### src/rtl/mux1_demux4_pkg.sv
// mux1_demux4 shared constants and helpers.
// Lane k lives at outData[lane_lsb(k) +: DATA_W].
package mux1_pkg;

  localparam int MUX1_N_OUT  = 4;
  localparam int MUX1_DATA_W = 1;

  function automatic int lane_lsb(
    input int k,
    input int dataW = MUX1_DATA_W
  );
    return k * dataW;
  endfunction

  function automatic int sel_w(
    input int nOut
  );
    return (nOut > 1) ? $clog2(nOut) : 1;
  endfunction

endpackage

### src/rtl/mux1_demux4_if.sv
// Serial-in / parallel-lane bus of the demux.
// Master drives data and select, slave returns the lanes.
interface mux1_demux4_if
  import mux1_pkg::*;
#(
  parameter int DATA_W = MUX1_DATA_W,
  parameter int N_OUT  = MUX1_N_OUT,
  localparam int SEL_W = sel_w(N_OUT)
);

  logic [DATA_W-1:0]       inData;
  logic [SEL_W-1:0]        inSel;
  logic [N_OUT*DATA_W-1:0] outData;

  modport master (
    output inData,
    output inSel,
    input  outData
  );

  modport slave (
    input  inData,
    input  inSel,
    output outData
  );

endinterface

### src/rtl/mux1_demux4_lane_reg.sv
// One output lane: write-enabled register.
// Clear is asynchronous and active-high.
module lane_reg #(
  parameter int W = 1
) (
  input  logic         clk,
  input  logic         clr,
  input  logic         we,
  input  logic [W-1:0] d,
  output logic [W-1:0] q
);

  always_ff @(posedge clk or posedge clr) begin
    if (clr) begin
      q <= '0;
    end else if (we) begin
      q <= d;
    end
  end

endmodule

### src/rtl/mux1_demux4.sv
// Registered 1-to-N demux: inData lands in lane inSel,
// all other lanes hold. Out-of-range selects write nothing.
module mux1_demux4
  import mux1_pkg::*;
#(
  parameter int DATA_W = MUX1_DATA_W,
  parameter int N_OUT  = MUX1_N_OUT
) (
  input logic            inClock,
  input logic            inReset,
  mux1_demux4_if.slave   bus
);

  localparam int SEL_W = sel_w(N_OUT);

  logic [N_OUT-1:0]  laneWe;
  logic [DATA_W-1:0] laneQ [N_OUT];

  for (genvar k = 0; k < N_OUT; k++) begin : gLane
    assign laneWe[k] = (bus.inSel == SEL_W'(k));

    lane_reg #(
      .W (DATA_W)
    ) uLane (
      .clk (inClock),
      .clr (inReset),
      .we  (laneWe[k]),
      .d   (bus.inData),
      .q   (laneQ[k])
    );
  end

  always_comb begin
    bus.outData = '0;
    for (int k = 0; k < N_OUT; k++) begin
      bus.outData[lane_lsb(k, DATA_W) +: DATA_W] = laneQ[k];
    end
  end

endmodule

### src/flat_wrapper.sv
// flat-port wrapper written by rule: the top's interface ports become plain ports
module mux1_demux4_flat import mux1_pkg::*;
#(
  parameter int DATA_W = MUX1_DATA_W,
  parameter int N_OUT  = MUX1_N_OUT
)
  (inClock, inReset, bus_inData, bus_inSel, bus_outData);
  mux1_demux4_if #(.DATA_W(DATA_W), .N_OUT(N_OUT)) bus_i ();
  input logic inClock;
  input logic inReset;
  input wire logic [$bits(bus_i.inData)-1:0] bus_inData;
  input wire logic [$bits(bus_i.inSel)-1:0] bus_inSel;
  output wire logic [$bits(bus_i.outData)-1:0] bus_outData;
  assign bus_i.inData = bus_inData;
  assign bus_i.inSel = bus_inSel;
  assign bus_outData = bus_i.outData;
  mux1_demux4 #(.DATA_W(DATA_W), .N_OUT(N_OUT)) u_core (.inClock(inClock), .inReset(inReset), .bus(bus_i));
endmodule
### config.mk
export PLATFORM = sky130hd
export DESIGN_NAME = mux1_demux4_flat
export DESIGN_NICKNAME = d
export VERILOG_FILES = /design/src/rtl/mux1_demux4_pkg.sv /design/src/rtl/mux1_demux4_if.sv /design/src/rtl/mux1_demux4_lane_reg.sv /design/src/rtl/mux1_demux4.sv /design/src/flat_wrapper.sv
export SDC_FILE = /design/constraint.sdc
export NUM_CORES = 1
export LEC_CHECK = 0
export ABC_AREA = 1
export CAP_MARGIN = 10
export CORE_AREA = 3 3 40 42
export DETAILED_ROUTE_END_ITERATION = 8
export DIE_AREA = 0 0 43 45
export PLACE_DENSITY_LB_ADDON = 0.3
export SKIP_LAST_GASP = 1
export SYNTH_ARGS = -nofsm -noshare
export SYNTH_HDL_FRONTEND = slang
export SYNTH_SLANG_ARGS = --single-unit
### constraint.sdc
create_clock -name inClock -period 0.8 [get_ports inClock]
set_input_delay 0.24 -clock inClock [delete_from_list [all_inputs] [get_ports inClock]]
set_output_delay 0.24 -clock inClock [all_outputs]
set_load 0.02 [all_outputs]
==> flow_metrics.env <==
export IMPL_switchingPower_uw=182
export IMPL_wl_per_cell_um=8.35
export IMPL_synth_top_area_cell="dfrtp_1"
export IMPL_fin_crit_ns=0.993
export IMPL_first_pass_iters=2
export IMPL_io_buffers=8
export IMPL_p_seq_share_pct=36.6
export IMPL_worstMarginPinSlew_ns=0.208
export IMPL_fmax_ghz=1.01
export IMPL_grt_setup_unrepaired="yes"
export IMPL_ir_worst_vdd_v=0.000813
export IMPL_crit_buf_inv=1
export IMPL_grt_max_degree=7
export IMPL_synth_top_cells_by_area="dfrtp_1 (49%), nand2_1 (18%), buf_4 (15%), nand3_1 (9.8%), inv_2 (3.7%)"
export IMPL_die_y_um=45
export IMPL_internal_power_uw=492
export IMPL_arrival_ns=0.75
export IMPL_final_max_slew_viol_count=0
export IMPL_setup_viol=4
export IMPL_finalPower_uw=674
export IMPL_clock_latency_ns=0.24
export IMPL_clk_pin_slew_ns=0.04
export IMPL_synth_seq_area_share_pct=49.1
export IMPL_violations="negative setup slack"
export IMPL_ios=9
export IMPL_synth_warnings=0
export IMPL_finish_net_count=43
export IMPL_core_sq_mm=0.00128
export IMPL_routabilityCongestion=0.649
export IMPL_utilization_pct=25.1
export IMPL_place_inst=46
export IMPL_hold_ws_ns=0.195
export IMPL_p_clk_share_pct=37.4
export IMPL_fin_ws_ns=-0.193
export IMPL_antenna_found_initial=0
export IMPL_htree_levels=1
export IMPL_synthesis_nets=31
export IMPL_first_global_vias=182
export IMPL_drtAntennaViolNets=0
export IMPL_largest_reg_flops=4
export IMPL_drt_iter0_markers=7
export IMPL_row_count=13
export IMPL_syn_area_per_cell_sq_um=7.84
export IMPL_netlist_cell_type_count=7
export IMPL_setup_worst_path_class="reg2out"
export IMPL_reg_top3="u_core.gLane.uLane.q x4"
export IMPL_switching_share_pct=27.0
export IMPL_p_per_area_mw_per_mm2=2090
export IMPL_syn_area_sq_um=204
export IMPL_required_ns=0.56
export IMPL_grt_pass1_wl_um=745
export IMPL_maxCapViolations=0
export IMPL_viasPerCell=3.67
export IMPL_crit_path_max_fanout=2
export IMPL_regMostFlops="u_core.gLane.uLane.q"
export IMPL_hold_violations=0
export IMPL_die_w_um=43
export IMPL_path_delay_family="flip-flops"
export IMPL_cp_start_kind="register"
export IMPL_die_area_sq_mm=0.00194
export IMPL_cts_buffer_depth=2
export IMPL_holdBufCountCts=0
export IMPL_period_share_pct=124
export IMPL_pwr_share_comb_pct=26.0
export IMPL_wirelength_um=426
export IMPL_place_area_sq_um=280
export IMPL_worstSetupEndpointType="output port"
export IMPL_place_hpwl_um=313
export IMPL_synth_seq_cells=4
export IMPL_drc_errors=0
export IMPL_slew_limit_headroom_pct=86.1
export IMPL_vias=187
export IMPL_cts_sinks=4
export IMPL_synth_top_area_share_pct=49.1
export IMPL_finalNonFillerCells=51
export IMPL_slowest_delay_ns=0.38
export IMPL_cts_tree="yes"
export IMPL_synthCells=26
export IMPL_initial_core_util_pct=15.9
export IMPL_gr_total_overflow=0
export IMPL_dp_slack_ns=-0.379
export IMPL_clock_skew_ns=0
export IMPL_tns_ns=-0.760
export IMPL_area_growth_pct=58.3
export IMPL_root_buffer="clkbuf_4"
export IMPL_leakagePower_nw=0.183
export IMPL_track_usage_pct=5.85
export IMPL_critical_path_cell_chain="buf_6"
export IMPL_final_fill_count=149
export IMPL_status="complete, but fails checks"
export IMPL_hold_path_class="in2async"
export IMPL_layout_drive_gt1_share_pct=33.3
export IMPL_cts_buffers=3
export IMPL_diodes=0
export IMPL_critPathSlowestCell="dfrtp_1"
export IMPL_stdcell_area_sq_um=323
## cells by family (layout without fill, tap and decap cells)
family / Yosys count / after routing / synth area share [%]
and+or+nand+nor: 14 / 14 / 28.2
AOI/OAI and AO/OA: 1 / 1 / 2.45
DFF: 4 / 4 / 49.1
buffers and inverters: 7 / 17 / 20.2
## synth_stat cells
library cell / count
inv_1: 1
buf_4: 4
nand3_1: 4
inv_2: 2
dfrtp_1: 4
nand2_1: 10
o21ai_0: 1
## path summary, 6_finish.rpt
| check | end | from | slack [ns] | cells after the start |
|---|---|---|---|---|
| min | u_core.gLane[1].uLane.q | inReset | 0.20 | 2 |
| max | bus_outData[1] | u_core.gLane[1].uLane.q | -0.19 | 1 |
| max reg2reg | u_core.gLane[0].uLane.q | u_core.gLane[0].uLane.q | 0.04 | 3 |
| min in group inClock | u_core.gLane[3].uLane.q | bus_inData | 0.34 | 3 |
| max in group asynchronous | u_core.gLane[2].uLane.q | inReset | 0.45 | 2 |
| min reg2reg | u_core.gLane[3].uLane.q | u_core.gLane[3].uLane.q | 0.50 | 2 |
## power groups by stage
stage	clock (mW)	combinational (mW)	sequential (mW)
after floorplan	0	0.103	0.241
after global placement	0	0.159	0.244
after detailed placement	0	0.159	0.244
after CTS	0.265	0.169	0.247
after global routing	0.279	0.191	0.251
final	0.252	0.175	0.247
## cell type report
| class | instances | area, sq um | share of cell area [%] |
|---|---|---|---|
| Timing Repair Buffer | 11 | 108 | 33.3 |
| Inverter | 3 | 11.3 | 3.49 |
| Multi-Input combinational cell | 15 | 62.6 | 19.4 |
| Tap cell | 15 | 18.8 | 5.81 |
| Sequential cell | 4 | 100 | 31.0 |
| Clock buffer | 3 | 22.5 | 6.98 |
## layer usage
layer  vias up  routed length [um]  global-route usage (%)
li1         96                   -                       -
met1        83                 182                    6.08
met2         8                 188                    7.19
met3         0                  55                    5.98
met4         0                   0                    3.61
met5         -                   0                       0
## cells in the final DEF, fill, tap and decap left out
cell type / instances
nand2_1: 10
buf_4: 3
clkdlybuf4s50_1: 1
inv_1: 1
buf_6: 4
o21ai_0: 1
dlymetal6s2s_1: 1
inv_2: 2
nand3_1: 4
dlygate4sd2_1: 2
clkbuf_4: 3
dfrtp_1: 4
## repair_timing
item	in CTS	in global routing
setup buffers	1	1
resized for setup	26	1
endpoints found under the setup margin	8	8
Power figures use the tool's default switching activity.
